--- src/rtl/serial_nibble_parity_rx_pkg.sv ---
// Shared types and helpers for the serial nibble receiver and the XOR parity stage it feeds.
package serial_nibble_parity_rx_pkg;

  typedef enum logic [1:0] {
    IDLE = 2'd0,
    DATA = 2'd1,
    PAR  = 2'd2,
    STOP = 2'd3
  } state_e;

  localparam bit PARITY_EVEN = 1'b0;
  localparam bit PARITY_ODD  = 1'b1;

  // Widest vector parity_of accepts; narrower data is zero-extended, which leaves parity unchanged.
  localparam int MAX_DATA_BITS = 32;

  function automatic logic parity_of(input logic [MAX_DATA_BITS-1:0] v);
    return ^v;
  endfunction

endpackage

--- src/rtl/serial_nibble_parity_rx_if.sv ---
// Bit-time serial input and parallel nibble/status output of the receiver.
interface serial_nibble_parity_rx_if #(
  parameter int DATA_BITS = 4,
  parameter int ERR_CNT_W = 8
);
  logic                 bit_en;
  logic                 serial_in;
  logic [DATA_BITS-1:0] data_out;
  logic                 out_valid;
  logic                 parity_err;
  logic                 frame_err;
  logic                 busy;
  logic [ERR_CNT_W-1:0] err_cnt;

  modport master (
    output bit_en, serial_in,
    input  data_out, out_valid, parity_err, frame_err, busy, err_cnt
  );

  modport slave (
    input  bit_en, serial_in,
    output data_out, out_valid, parity_err, frame_err, busy, err_cnt
  );
endinterface

--- src/rtl/serial_nibble_parity_rx_parity_calc.sv ---
// Combinational parity check; shares parity_of with the downstream XOR stage so both agree.
module nibble_parity_calc
  import serial_nibble_parity_rx_pkg::*;
#(
  parameter int DATA_BITS  = 4,
  parameter bit ODD_PARITY = PARITY_EVEN
) (
  input  logic [DATA_BITS-1:0] data,
  input  logic                 par_bit,
  output logic                 err
);
  assign err = (parity_of(MAX_DATA_BITS'(data)) ^ par_bit) != ODD_PARITY;
endmodule

--- src/rtl/serial_nibble_parity_rx.sv ---
// Deserializes start/data(LSB-first)/parity/stop frames into a nibble with parity/framing flags.
module serial_nibble_parity_rx
  import serial_nibble_parity_rx_pkg::state_e, serial_nibble_parity_rx_pkg::IDLE,
         serial_nibble_parity_rx_pkg::DATA, serial_nibble_parity_rx_pkg::PAR,
         serial_nibble_parity_rx_pkg::STOP;
#(
  parameter int DATA_BITS  = 4,
  parameter bit PARITY_ODD = 1'b0,
  parameter int ERR_CNT_W  = 8
) (
  input  logic                      clk,
  input  logic                      rst_n,
  serial_nibble_parity_rx_if.slave  bus
);
  localparam int            CW       = $clog2(DATA_BITS + 1);
  localparam logic [CW-1:0] CNT_LAST = CW'(DATA_BITS - 1);

  state_e               state_q,   state_d;
  logic [DATA_BITS-1:0] shift_q,   shift_d;
  logic [CW-1:0]        cnt_q,     cnt_d;
  logic                 par_q,     par_d;
  logic [DATA_BITS-1:0] data_q,    data_d;
  logic                 valid_q,   valid_d;
  logic                 perr_q,    perr_d;
  logic                 ferr_q,    ferr_d;
  logic [ERR_CNT_W-1:0] err_cnt_q, err_cnt_d;
  logic                 calc_err;

  nibble_parity_calc #(
    .DATA_BITS  (DATA_BITS),
    .ODD_PARITY (PARITY_ODD)
  ) u_parity (
    .data    (shift_q),
    .par_bit (par_q),
    .err     (calc_err)
  );

  always_comb begin
    state_d   = state_q;
    shift_d   = shift_q;
    cnt_d     = cnt_q;
    par_d     = par_q;
    data_d    = data_q;
    valid_d   = 1'b0;
    perr_d    = perr_q;
    ferr_d    = ferr_q;
    err_cnt_d = err_cnt_q;
    if (bus.bit_en) begin
      case (state_q)
        IDLE: begin
          if (!bus.serial_in) begin
            state_d = DATA;
            cnt_d   = '0;
          end
        end
        DATA: begin
          // Shift in at the MSB so the first data bit lands in bit0 after DATA_BITS shifts.
          shift_d = {bus.serial_in, shift_q[DATA_BITS-1:1]};
          cnt_d   = cnt_q + 1'b1;
          if (cnt_q == CNT_LAST) state_d = PAR;
        end
        PAR: begin
          par_d   = bus.serial_in;
          state_d = STOP;
        end
        STOP: begin
          data_d  = shift_q;
          valid_d = 1'b1;
          perr_d  = calc_err;
          ferr_d  = ~bus.serial_in;
          if ((calc_err || !bus.serial_in) && err_cnt_q != '1)
            err_cnt_d = err_cnt_q + 1'b1;
          // A zero stop bit is consumed here; it never doubles as the next start bit.
          state_d = IDLE;
        end
        default: state_d = IDLE;
      endcase
    end
  end

  always_ff @(posedge clk or negedge rst_n) begin
    if (!rst_n) begin
      state_q   <= IDLE;
      shift_q   <= '0;
      cnt_q     <= '0;
      par_q     <= 1'b0;
      data_q    <= '0;
      valid_q   <= 1'b0;
      perr_q    <= 1'b0;
      ferr_q    <= 1'b0;
      err_cnt_q <= '0;
    end else begin
      state_q   <= state_d;
      shift_q   <= shift_d;
      cnt_q     <= cnt_d;
      par_q     <= par_d;
      data_q    <= data_d;
      valid_q   <= valid_d;
      perr_q    <= perr_d;
      ferr_q    <= ferr_d;
      err_cnt_q <= err_cnt_d;
    end
  end

  assign bus.data_out   = data_q;
  assign bus.out_valid  = valid_q;
  assign bus.parity_err = perr_q;
  assign bus.frame_err  = ferr_q;
  assign bus.busy       = (state_q != IDLE);
  assign bus.err_cnt    = err_cnt_q;

endmodule

--- src/flat_wrapper.sv ---
// flat-port wrapper written by rule: the top's interface ports become plain ports
module serial_nibble_parity_rx_flat import serial_nibble_parity_rx_pkg::state_e, serial_nibble_parity_rx_pkg::IDLE,
         serial_nibble_parity_rx_pkg::DATA, serial_nibble_parity_rx_pkg::PAR,
         serial_nibble_parity_rx_pkg::STOP;
#(
  parameter int DATA_BITS  = 4,
  parameter bit PARITY_ODD = 1'b0,
  parameter int ERR_CNT_W  = 8
)
  (clk, rst_n, bus_bit_en, bus_serial_in, bus_data_out, bus_out_valid, bus_parity_err, bus_frame_err, bus_busy, bus_err_cnt);
  serial_nibble_parity_rx_if #(.DATA_BITS(DATA_BITS), .ERR_CNT_W(ERR_CNT_W)) bus_i ();
  input  logic clk;
  input  logic rst_n;
  input wire logic [$bits(bus_i.bit_en)-1:0] bus_bit_en;
  input wire logic [$bits(bus_i.serial_in)-1:0] bus_serial_in;
  output wire logic [$bits(bus_i.data_out)-1:0] bus_data_out;
  output wire logic [$bits(bus_i.out_valid)-1:0] bus_out_valid;
  output wire logic [$bits(bus_i.parity_err)-1:0] bus_parity_err;
  output wire logic [$bits(bus_i.frame_err)-1:0] bus_frame_err;
  output wire logic [$bits(bus_i.busy)-1:0] bus_busy;
  output wire logic [$bits(bus_i.err_cnt)-1:0] bus_err_cnt;
  assign bus_i.bit_en = bus_bit_en;
  assign bus_i.serial_in = bus_serial_in;
  assign bus_data_out = bus_i.data_out;
  assign bus_out_valid = bus_i.out_valid;
  assign bus_parity_err = bus_i.parity_err;
  assign bus_frame_err = bus_i.frame_err;
  assign bus_busy = bus_i.busy;
  assign bus_err_cnt = bus_i.err_cnt;
  serial_nibble_parity_rx #(.DATA_BITS(DATA_BITS), .PARITY_ODD(PARITY_ODD), .ERR_CNT_W(ERR_CNT_W)) u_core (.clk(clk), .rst_n(rst_n), .bus(bus_i));
endmodule
--- config.mk ---
export PLATFORM = sky130hd
export DESIGN_NAME = serial_nibble_parity_rx_flat
export DESIGN_NICKNAME = d
export VERILOG_FILES = /design/src/rtl/serial_nibble_parity_rx_pkg.sv /design/src/rtl/serial_nibble_parity_rx_if.sv /design/src/rtl/serial_nibble_parity_rx_parity_calc.sv /design/src/rtl/serial_nibble_parity_rx.sv /design/src/flat_wrapper.sv
export SDC_FILE = /design/constraint.sdc
export NUM_CORES = 1
export LEC_CHECK = 0
export BUFFER_PORTS_ARGS = -buffer_cell sky130_fd_sc_hd__buf_2
export CORE_MARGIN = 2
export CORE_UTILIZATION = 54
export CTS_CLUSTER_DIAMETER = 40
export DETAILED_ROUTE_END_ITERATION = 6
export PLACE_DENSITY = 0.87
export RECOVER_POWER = 25
export SYNTH_ARGS = -nofsm -noshare
export SYNTH_HDL_FRONTEND = slang
export SYNTH_SLANG_ARGS = --single-unit
--- constraint.sdc ---
create_clock -name clk -period 2.6 [get_ports clk]
set_clock_uncertainty 0.15 [all_clocks]
set_input_delay 0.52 -clock clk [delete_from_list [all_inputs] [get_ports clk]]
set_output_delay 0.52 -clock clk [all_outputs]
set_load 0.1 [all_outputs]
After elaboration in Yosys (flattened, before gate mapping) --
Index checks and enable logic that the tools add are counted.
Word-level totals: bits in registers 25, output and inout bits 16, word-level logic and storage cells 40
Cells by class: add/sub/neg operators 2, equality and inequality tests 7, muxes and demuxes 7, bitwise operators 2, reductions and logical operators 13
Operators with widths (number):
- $reduce_xor 32->1 | 1
- $reduce_and 3->1 | 3
- $add 8x1->8 const B | 1
- $ne 8x8->1 const B | 1
- $pmux 2 s4 | 1
- $pmux 3 s2 | 1
- $reduce_and 2->1 | 3
- $eq 2x2->1 const B | 2
- $mux 2 | 2
- $reduce_bool 2->1 | 2
- $add 3x1->3 const B | 1
- $eq 3x2->1 const B | 1
- $mux 3 | 1
- $eq 2x1->1 const B | 1
- $logic_not 2->1 | 1
- $mux 1 | 2
- $ne 2x1->1 const B | 1
- $ne 2x2->1 const B | 1
- $logic_and 1x1->1 | 1
- $logic_not 1->1 | 1
- $logic_or 1x1->1 | 1
- $not 1->1 | 1
- $xor 1x1->1 | 1

Logic depth before layout (Yosys ltp) --
Gate-level depths: netlist of the first run.
depth after elaboration 5, gate-level depth with buffers 6

Cells and area by module --
A second synthesis of the first run with hierarchy kept.
Second synthesis, totals: cell total of the unflattened synthesis 98, area total of the unflattened synthesis 1194.9 um^2
Modules (own cells, without submodules):
- serial_nibble_parity_rx | times used 1, cells each 95, area each 1154.9 um^2
- nibble_parity_calc | times used 1, cells each 3, area each 40.0 um^2

Worst setup path after synthesis of the first run --
No wires, ideal clock.
kind register to register, start point reg u_core.err_cnt_q[0], in the netlist u_core.bus.err_cnt[0], end point reg u_core.err_cnt_q[1], in the netlist u_core.bus.err_cnt[1], arrival 2.117 ns, setup slack 0.205 ns, stages on the path, launching flop included 6, buffers on the path 0, clock period less this slack 2.395 ns, cells stage by stage dfrtp_1 ha_1 nand4_1 nor2_1 a211oi_2 mux2_1
On the way: word-level cells in the longest chain between the ends 3, elaborated cells on any way between the ends 4, those cells by class add/sub (1); eq/ne (1); reduce/logical (2)
Ends and longest elaborated chain:
- start: declaration | RTL line serial_nibble_parity_rx.sv:26 | logic [ERR_CNT_W-1:0] err_cnt_q, err_cnt_d;
- start signal: assignment | RTL line serial_nibble_parity_rx.sv:101 | err_cnt_q <= err_cnt_d;
- branches (longest 3 deep; another with $add 8x1->8)
Several ways; the timed one is not identified. A chain may end at the register's enable or synchronous reset.

Final worst setup path of the first run --
start point reg u_core.state_q[1], end point out bus_busy
On the way: word-level cells in the longest chain between the ends 1
Ends and longest elaborated chain:
- start: declaration | RTL line serial_nibble_parity_rx.sv:18 | state_e state_q, state_d;
- start signal: assignment | RTL line serial_nibble_parity_rx.sv:93 | state_q <= state_d;
- $reduce_bool 2->1 | RTL line serial_nibble_parity_rx.sv:109 | assign bus.busy = (state_q != IDLE);
- end: declaration | RTL line flat_wrapper.sv:20 | output wire logic [$bits(bus_i.busy)-1:0] bus_busy;
Every way passes these cells.

==> summary.txt, run 1 <==
Status
  • Status: finished, final reports clean

Place
  • Placed insts: 145
  • # port buffers: 19
  • DPL Wire Length: 1.55 mm
  • Placed inst area: 0.00137 sq mm
  • Final Wtd Congestion: 0.761

Detailed routing
  • Drt first pass iters: 4
  • DRT iter0 DRCs: 12
  • WL met1: 960 um
  • Routed vias/inst: 5.49
  • Max Used Layer: met4
  • Met3 Wirelength: 94 um
  • Routed len/inst: 14.3 um
  • Residual DRC count: 0
  • DR WL met2: 1.06 mm
  • ANT nets after route: 0
  • DRT Wirelength: 2.13 mm
  • Via count: 818

Global route
  • Vias in the first global route: 817
  • First-pass GRT wire length: 3.66 mm
  • Gr usage total: 18.5%
  • Initial antenna violation count: 0
  • Gr ovfl total: 0
  • Largest net degree at the start of global routing: 26

Cells and area
  • Area delta synth->final: 12.6%
  • Finished Cell Area: 0.00140 sq mm
  • N_diodes: 0
  • Commonest non-fill, non-tap cell in the layout: dfrtp_1
  • Reg area: 626 sq um
  • Layout cell share with drive strength beyond 1: 32.2%
  • Area of the multi-input gates: 584 sq um
  • Filler cell count: 176
  • Post-Layout Cell Count: 149
  • Final #Nets: 133
  • Most frequent cells in the layout: dfrtp_1 (25), buf_2 (18), nand2_1 (12), mux2_2 (10), ha_1 (7)

Floorplan
  • Die Ht: 51.9 um
  • Starting density of the core: 56.6%
  • DIE AREA: 0.00270 sq mm
  • Floorplan row count: 17
  • Die Wd: 51.9 um
  • Core ar.: 0.00219 sq mm
  • I/O pin count: 20

Worst setup path
  • Startpoint types: flop
  • Crit path kind: flop to output port
  • Max FO, Critical Path: 4
  • R2R Setup Slk: 0.50 ns
  • CP Capture Type: output port
  • R2r startpoint: u_core.shift_q[3]$_DFFE_PN0P_
  • Reg2reg path depth: 4
  • CP Data Arrival Time: 1.51 ns
  • CP Data Required Time: 1.93 ns
  • CP startpoint: u_core.state_q[1]$_DFFE_PN0P_
  • Reg2Reg Capture Point: u_core.bus.err_cnt[7]$_DFFE_PN0P_

Timing
  • Rel. slew slack: 14.7%
  • Final setup fails: 0
  • Fmax achieved: 458 MHz
  • Worst-Margin Slew: 1.28 ns
  • RSZ-0062 raised after global routing: false
  • Hold Fails Final Rpt: 0
  • Crit path time final: 2.18 ns
  • Slew Limit Fails: 0
  • Crit share post-route: 84.0%
  • Setup_tns: 0 ns

Synthesis
  • Mapped Cells: 99
  • Register area share after synthesis: 50.5%
  • Mapped cell area: 0.00124 sq mm
  • Synth Warn #: 0
  • Synthesized net count: 110
  • Unique masters post-synth: 26
  • Synthesized area per cell: 12.5 sq um
  • Synth Register Bits: 25

Clock tree
  • TritonCTS Buffers: 3
  • TritonCTS clock tree: built
  • Clock-pin slew on the worst setup and hold paths: 0.14 ns
  • Clock Tree Buf Depth: 2
  • Worst skew pair latency: 0.32 ns
  • Clock Sinks: 25
  • CTS-repair resized insts: 0
  • Post-CTS setup repair buffer count: 0
  • H-tree levels: 1
  • Clock Tree Root: clkbuf_4
  • Hold_buf cts: 0

Job
  • Max cap viols: 0

Worst hold path
  • Hold Path Class: input pin to asynchronous set/reset pin
==> Yosys cell counts <==
master | instances | area [sq um]
a2111oi_2 | 1 | 15.0
a2111oi_4 | 1 | 27.5
a211oi_1 | 3 | 22.5
a211oi_2 | 1 | 12.5
a21boi_0 | 1 | 7.51
a21oi_1 | 2 | 10.0
a32o_1 | 1 | 10.0
and3_1 | 1 | 6.26
buf_1 | 1 | 3.75
clkbuf_1 | 1 | 3.75
dfrtp_1 | 25 | 626
ha_1 | 7 | 87.6
inv_1 | 6 | 22.5
mux2_1 | 4 | 45.0
mux2_2 | 10 | 113
nand2_1 | 12 | 45.0
nand2b_1 | 2 | 12.5
nand3_1 | 2 | 10.0
nand4_1 | 3 | 18.8
nor2_1 | 1 | 3.75
nor3_1 | 1 | 5.00
o21ai_0 | 6 | 30.0
xnor2_2 | 1 | 16.3
xnor2_4 | 1 | 27.5
xnor3_2 | 1 | 23.8
xor2_1 | 4 | 35.0
==> metal layers <==
metal	vias to the layer above	global-route usage [%]
met5	-	0
met4	0	6.58
met3	2	5.17
met2	22	28.7
met1	406	24.8
li1	388	-
==> critical path: stages (launching register included) <==
cell,delay [ns]
dfrtp_1,0.42
inv_1,0.09
ha_1,0.22
inv_1,0.06
buf_2,0.41
==> cell families after synthesis <==
kind of cell / count (synthesis) / synth area share, %
and+or+nand+nor: 22 / 8.17
DFF: 25 / 50.5
adders and majority gates: 7 / 7.06
muxes: 14 / 12.7
xor gates and xnor gates: 7 / 8.27
buffers and inverters: 8 / 2.42
AOI/OAI and AO/OA: 16 / 10.9
==> sequential cells by signal (all words and copies together), names as in the netlist, 2 cells and up <==
register             cells
u_core.cnt_q             3
u_core.state_q           2
u_core.shift_q           4
u_core.bus.data_out      4
u_core.bus.err_cnt       8
==> worst max-delay path by stage <==
stage,end,slack (ns),cells after the start
2_1_floorplan,u_core.bus.err_cnt[1]$_DFFE_PN0P_,0.20,5
3_3_place_gp,u_core.bus.err_cnt[7]$_DFFE_PN0P_,0.60,4
3_5_place_dp,u_core.bus.err_cnt[7]$_DFFE_PN0P_,0.52,4
4_1_cts,bus_busy,0.40,4
5_1_grt,bus_busy,0.33,4
6_report,bus_busy,0.42,4
==> cell type report <==
type | count | share of cell area (%)
flip-flops and latches | 25 | 44.8
multi-input cells | 66 | 41.8
repair buffers | 20 | 7.26
well taps | 28 | 2.51
clock buffers | 3 | 1.61
inverters | 6 | 1.61
clock inverters | 1 | 0.358
==> through the flow <==
stage	hold slack, ns	worst slack [ns]	util (%)
6_report	0.287	0.417	63.7
5_1_grt	0.393	0.330	63.7
4_1_cts	0.0195	0.396	63.8
3_5_place_dp	0.336	0.517	62.5
3_3_place_gp	0.316	0.597	62.5
2_1_floorplan	0.0744	0.205	-
Power of run 1 is left out: the tool's default activity adds up to more than one toggle a clock period on the data nets, which glitch-free logic cannot reach.
==> run 2, diff against run 1 <==
--- a/config.mk
+++ b/config.mk
@@ -5,12 +5,13 @@
 export SDC_FILE = /design/constraint.sdc
 export NUM_CORES = 1
 export LEC_CHECK = 0
+export ABC_AREA = 1
 export BUFFER_PORTS_ARGS = -buffer_cell sky130_fd_sc_hd__buf_2
 export CORE_MARGIN = 2
-export CORE_UTILIZATION = 54
+export CORE_UTILIZATION = 55
 export CTS_CLUSTER_DIAMETER = 40
 export DETAILED_ROUTE_END_ITERATION = 6
-export PLACE_DENSITY = 0.87
+export PLACE_DENSITY = 0.88
 export RECOVER_POWER = 25
 export SYNTH_ARGS = -nofsm -noshare
 export SYNTH_HDL_FRONTEND = slang
==> constraint.sdc (replaced) <==
create_clock -name clk -period 2.1 [get_ports clk]
set_clock_uncertainty 0.15 [all_clocks]
set_input_delay 0.42 -clock clk [delete_from_list [all_inputs] [get_ports clk]]
set_output_delay 0.42 -clock clk [all_outputs]
set_load 0.1 [all_outputs]
==> summary.txt, run 2 <==
Status
  • Status: finished, final reports clean

Synthesis
  • Synth Warn #: 0
  • Area leader, netlist: dfrtp_1
  • Top cell type's share of synthesized area: 49.3%
  • Synth Flop Type: dfrtp_1
  • Synthesized net count: 158
  • Post-synth top cells: nand2_1 (52), dfrtp_1 (25), inv_1 (12)
  • Ranking of synthesized cells by area: dfrtp_1 (49%), nand2_1 (15%), ha_1 (6.9%)
  • Async set-reset flop share out of synthesis: 100%
  • Synthesized area per cell: 8.64 sq um
  • Mapped cell area: 0.00127 sq mm
  • Post-synth EDFFs: 0
  • Unique masters post-synth: 20
  • Mapped Cells: 147
  • Register area share after synthesis: 49.3%
  • Synth Register Bits: 25
  • Count leader, synth: nand2_1

Worst setup path
  • Critical path's largest stage delay: 0.42 ns
  • Worst Path Buf+Inv: 3
  • CP Data Arrival Time: 1.43 ns
  • Crit path kind: flop to output port
  • Max FO, Critical Path: 3
  • CP Data Required Time: 1.53 ns
  • Slowest-stage cell, CP: dfrtp_1
  • Startpoint types: flop
  • Crit-path cells: inv_1 -> ha_1 -> inv_1 -> buf_4
  • Delay-heaviest family, CP: buffers and inverters
  • CP Capture Type: output port
  • CP most frequent cell: inv_1

Job
  • Max cap viols: 0

Detailed routing
  • Via count: 1019
  • DRT Wirelength: 2.37 mm
  • DRT iter0 DRCs: 13
  • Routed len/inst: 12.0 um
  • Routed vias/inst: 5.15
  • Drt first pass iters: 4
  • Residual DRC count: 0
  • ANT nets after route: 0

Place
  • Pre-CTS setup slack: 0.342 ns
  • Final Wtd Congestion: 0.828
  • # port buffers: 19
  • DPL Wire Length: 1.77 mm

Cells and area
  • N_diodes: 0
  • Most frequent cells in the layout: nand2_1 (53), dfrtp_1 (23), buf_2 (17), inv_1 (12), o21ai_0 (9)
  • Final #Nets: 182
  • Layout cell share with drive strength beyond 1: 18.8%
  • Layout Utilization: 65.4%
  • Max FFs per register: 8
  • Area delta synth->final: 12.8%
  • Commonest non-fill, non-tap cell in the layout: nand2_1

Floorplan
  • Core ar.: 0.00219 sq mm
  • Die Ht: 52.1 um
  • I/O pin count: 20
  • Starting density of the core: 58.0%
  • Die Wd: 52.1 um
  • DIE AREA: 0.00271 sq mm
  • Floorplan row count: 17

Clock tree
  • TritonCTS Buffers: 3
  • TritonCTS clock tree: built
  • Clock Sinks: 25
  • Clock Tree Root: clkbuf_4
  • Worst skew pair latency: 0.32 ns
  • H-tree levels: 1
  • Clock Tree Buf Depth: 2
  • Clock-pin slew on the worst setup and hold paths: 0.13 ns

Timing
  • Final setup fails: 0
  • Slew Limit Fails: 0
  • Fmax achieved: 500 MHz
  • Rel. slew slack: 59.3%
  • Fin worst setup slack: 0.101 ns
  • Crit share post-route: 95.2%
  • Worst-Margin Slew: 0.611 ns
  • Hold Fails Final Rpt: 0
  • Crit path time final: 2.00 ns
  • RSZ-0062 raised after global routing: false
  • Setup_tns: 0 ns

Global route
  • Initial antenna violation count: 0
  • Gr usage total: 20.5%
  • First-pass GRT wire length: 4.06 mm
  • Vias in the first global route: 967
  • Gr ovfl total: 0
  • Largest net degree at the start of global routing: 26

Worst hold path
  • Hold Path Class: input pin to flop
## run 2: cell types whose count changed in the layout (fill, tap and decap cells not counted), moves of 4 or more
cell and delta:
mux2_2 -10, xnor2_1 +4, mux2_1 -4, nor2_1 +5, nand3_1 +5, inv_1 +6
nand2_1 +41
## run 2: area by class of cell
class / instances / area, sq um
clock buffer: 3 / 22.5
timing repair buffer: 20 / 108
inverter: 14 / 52.6
fill: 177 / 758
clock inverter: 1 / 5.00
sequential: 25 / 628
tap: 28 / 35.0
multi-input combinational: 107 / 582
## run 2: logic make-up after synthesis
group / synth area share (%)
and+or+nand+nor: 27.8
buffers and inverters: 4.73
adders and majority gates: 6.90
AOI/OAI and AO/OA: 6.50
xor gates and xnor gates: 4.83
DFF: 49.3
## run 2: path summary, 6_finish.rpt
kind	from	to	slack [ns]	cells past startpoint
min in group asynchronous	rst_n	u_core.bus.out_valid$_DFF_PN0_	0.47	2
worst max register to register	u_core.bus.err_cnt[0]$_DFFE_PN0P_	u_core.bus.err_cnt[1]$_DFFE_PN0P_	0.45	7
worst min register to register	u_core.bus.data_out[2]$_DFFE_PN0P_	u_core.bus.data_out[2]$_DFFE_PN0P_	0.34	2
worst max-delay path	u_core.state_q[0]$_DFFE_PN0P_	bus_busy	0.10	4
max in group asynchronous	rst_n	u_core.bus.err_cnt[0]$_DFFE_PN0P_	0.90	2
worst min-delay path	bus_bit_en	u_core.par_q$_DFFE_PN0P_	0.18	2
## run 2: layer usage
layer / wire length, um / share of wire (%) / track usage (%) / vias to the layer above
met2: 1230 / 52 / 37.3 / 18
met5: 0 / 0 / 0 / -
met4: 29 / 1.2 / 9.21 / 0
met3: 81 / 3.4 / 2.87 / 4
li1: - / - / - / 524
met1: 1030 / 44 / 23.5 / 473
## run 2: through the flow
stage	std cells	hold WS, ns	cell area, sq um
detailed placement	193	0.294	1400
global placement	193	0.278	1400
floorplan	147	-0.0256	1270
global route	198	0.192	1430
finish	198	0.182	1430
CTS	198	0.178	1440
## run 2: repair_timing
item | 4_1_cts | 5_1_grt
hold buffers | 1 | 0
setup endpoints to repair | 1 | 0
resized for setup | 1 | 0
hold endpoints to repair | 25 | 0
setup buffers | 0 | 0
Power of run 2 is left out for the same reason.
==> run 3, diff against run 2 <==
--- a/config.mk
+++ b/config.mk
@@ -15,4 +15,5 @@
 export RECOVER_POWER = 25
 export SYNTH_ARGS = -nofsm -noshare
 export SYNTH_HDL_FRONTEND = slang
+export SYNTH_HIERARCHICAL = 1
 export SYNTH_SLANG_ARGS = --single-unit
==> summary.txt, run 3 <==
Clock tree
  • Worst skew pair latency: 0.31 ns
  • H-tree levels: 1
  • Clock Tree Buf Depth: 2
  • TritonCTS clock tree: built
  • Clock Tree Root: clkbuf_4
  • Clock-pin slew on the worst setup and hold paths: 0.13 ns
  • Clock Sinks: 25
  • TritonCTS Buffers: 3

Detailed routing
  • Drt first pass iters: 4
  • DRT Wirelength: 2.31 mm
  • Max Used Layer: met4
  • Routed vias/inst: 5.05
  • Routed len/inst: 11.0 um
  • DR WL met2: 1.22 mm
  • Residual DRC count: 0
  • DRT iter0 DRCs: 37
  • WL met1: 975 um
  • ANT nets after route: 0
  • Via count: 1060
  • Met3 Wirelength: 111 um

Worst setup path
  • CP most frequent cell: inv_1
  • Critical path's largest stage delay: 0.43 ns
  • Startpoint types: flop
  • CP Data Arrival Time: 1.42 ns
  • R2r startpoint: u_core/state_q[1]$_DFFE_PN0P_
  • Slowest-stage cell, CP: dfrtp_1
  • Reg2reg path depth: 5
  • Crit path kind: flop to output port
  • Max FO, Critical Path: 4
  • R2R Setup Slk: 0.46 ns
  • CP Capture Type: output port
  • Crit-path cells: inv_1 -> ha_1 -> inv_1 -> buf_4
  • Reg2Reg Capture Point: u_core/state_q[0]$_DFFE_PN0P_
  • CP Data Required Time: 1.53 ns

Synthesis
  • Mapped cell area: 0.00130 sq mm
  • Synth Area in Simple Gates: 23.7%
  • Register area share after synthesis: 48.0%
  • Ranking of synthesized cells by area: dfrtp_1 (48%), nand2_1 (16%), ha_1 (7.7%)
  • Synth Warn #: 6
  • Largest family of logic cells by synthesized area: simple AND/OR/NAND/NOR gates
  • Synthesized area per cell: 8.19 sq um
  • Post-synth EDFFs: 0
  • Unique masters post-synth: 21
  • Async set-reset flop share out of synthesis: 100%
  • Synth Register Bits: 25
  • Synthesized net count: 171
  • Post-Synth Adder-Cell Area: 7.68%
  • Post-synthesis compound-gate area fraction: 9.13%
  • Top cell type's share of synthesized area: 48.0%
  • Count leader, synth: nand2_1
  • Area leader, netlist: dfrtp_1
  • Mux contribution to synthesized area: 0.768%
  • Synth Area in XOR/XNOR: 2.69%
  • Synth Flop Type: dfrtp_1
  • Post-synth top cells: nand2_1 (56), dfrtp_1 (25), inv_1 (23)
  • Mapped Cells: 159

Timing
  • Hold Fails Final Rpt: 0
  • Setup_tns: 0 ns
  • Slew Limit Fails: 0
  • Crit share post-route: 94.6%
  • Rel. slew slack: 59.9%
  • Crit path time final: 1.99 ns
  • Final setup fails: 0
  • Fmax achieved: 504 MHz
  • Worst-Margin Slew: 0.601 ns
  • RSZ-0062 raised after global routing: false

Cells and area
  • Layout cell share with drive strength beyond 1: 17.0%
  • Final #Nets: 195
  • Max FFs per register: 8
  • Filler cell count: 202
  • Finished Cell Area: 0.00147 sq mm
  • Area delta synth->final: 12.7%
  • N_diodes: 0
  • Commonest non-fill, non-tap cell in the layout: nand2_1
  • Most frequent cells in the layout: nand2_1 (56), dfrtp_1 (25), inv_1 (23), buf_2 (17), o21ai_0 (15)

Floorplan
  • Die Ht: 52.7 um
  • I/O pin count: 20
  • Die Wd: 52.7 um
  • Starting density of the core: 58.3%
  • Floorplan row count: 17
  • DIE AREA: 0.00277 sq mm
  • Core ar.: 0.00223 sq mm

Global route
  • Initial antenna violation count: 0
  • First-pass GRT wire length: 4.06 mm
  • Vias in the first global route: 987
  • Largest net degree at the start of global routing: 26
  • Gr usage total: 19.8%
  • Gr ovfl total: 0

Place
  • Final Wtd Congestion: 0.769
  • Placed inst area: 0.00143 sq mm
  • # port buffers: 19
  • DPL Wire Length: 1.74 mm

Power
  • Total power: 0.00230 W
  • PD cells: 1570 mW/mm^2
  • Worst VDD drop: 935 uV
  • Leakage Power: 0.799 nW

Worst hold path
  • Hold path depth: 2
  • Hold Crit Endpoint: u_core/par_q$_DFFE_PN0P_
  • Hold Path Class: input pin to flop
  • Hold_sp: bus_bit_en

Job
  • Max cap viols: 0

Status
  • Status: finished, final reports clean
-- run 3: changes by cell type after synthesis, sizes merged, moves of 2 or more --
cell	change
nand4	-6
o21ai	+4
xnor2	-2
nand3	-3
nand2	+7
inv	+10
-- run 3: how the worst max path moves through the flow --
stage	from	slack, ns	end	cells after the start
floorplan	u_core/bus.err_cnt[1]$_DFFE_PN0P_	0.04	u_core/bus.err_cnt[5]$_DFFE_PN0P_	8
CTS	u_core/state_q[0]$_DFFE_PN0P_	0.11	bus_busy	4
global placement	u_core/state_q[0]$_DFFE_PN0P_	0.39	bus_busy	4
finish	u_core/state_q[0]$_DFFE_PN0P_	0.11	bus_busy	4
global route	u_core/state_q[0]$_DFFE_PN0P_	0.04	bus_busy	4
detailed placement	u_core/state_q[0]$_DFFE_PN0P_	0.35	bus_busy	4
-- run 3: repair_timing --
| action | CTS | global route |
|---|---|---|
| hold buffers | 1 | 0 |
| setup buffers | 0 | 0 |
| endpoints found under the setup margin | 1 | 0 |
| hold endpoints to repair | 25 | 0 |
| gates resized for setup | 1 | 0 |
-- run 3: cell families (layout without fill, tap and decap cells) --
kind of cell | after synthesis | count (layout)
flip-flops | 25 | 25
buffers and inverters | 26 | 49
XOR/XNOR | 4 | 4
multiplexers | 1 | 1
adder cells (fa/ha/maj) | 8 | 8
AO/OA/AOI/OAI | 21 | 21
AND/OR/NAND/NOR | 74 | 74
-- run 3: per-layer routing --
metal / vias to the layer above / global-route usage, %
li1: 535 / -
met1: 493 / 24.2
met2: 30 / 34.2
met3: 2 / 3.43
met4: 0 / 8.12
met5: - / 0
-- run 3: where the power goes --
group	internal (W)	total (W)	switching, W
Sequential	0.000642	0.000772	0.000129
Clock	0.0000712	0.000214	0.000143
Combinational	0.000279	0.00132	0.00104
-- run 3: stage by stage --
stage               utilization [%]  hold WS (ns)  worst slack, ns  std cells
finish                         65.7         0.197            0.114        210
global route                   65.7         0.192           0.0357        210
CTS                            65.7         0.182            0.106        210
detailed placement             63.9         0.288            0.354        205
global placement               63.9         0.275            0.395        205
floorplan                         -       -0.0256           0.0396        159
-- run 3: layout make-up --
| class | instances | area, sq um | share of cell area [%] |
|---|---|---|---|
| flip-flops and latches | 25 | 626 | 42.6 |
| multi-input cells | 108 | 573 | 39.0 |
| clock inverters | 1 | 5.00 | 0.341 |
| well taps | 28 | 35.0 | 2.39 |
| clock buffers | 3 | 22.5 | 1.53 |
| inverters | 25 | 98.8 | 6.73 |
| repair buffers | 20 | 108 | 7.33 |
-- run 3: critical path, delay by kind of cell (launching register included) --
family / cells / cell delay, ns
adder cells (fa/ha/maj): 1 / 0.22
buffers and inverters: 3 / 0.45
flip-flops: 1 / 0.43
No activity file was read; power rests on OpenSTA's default activity.
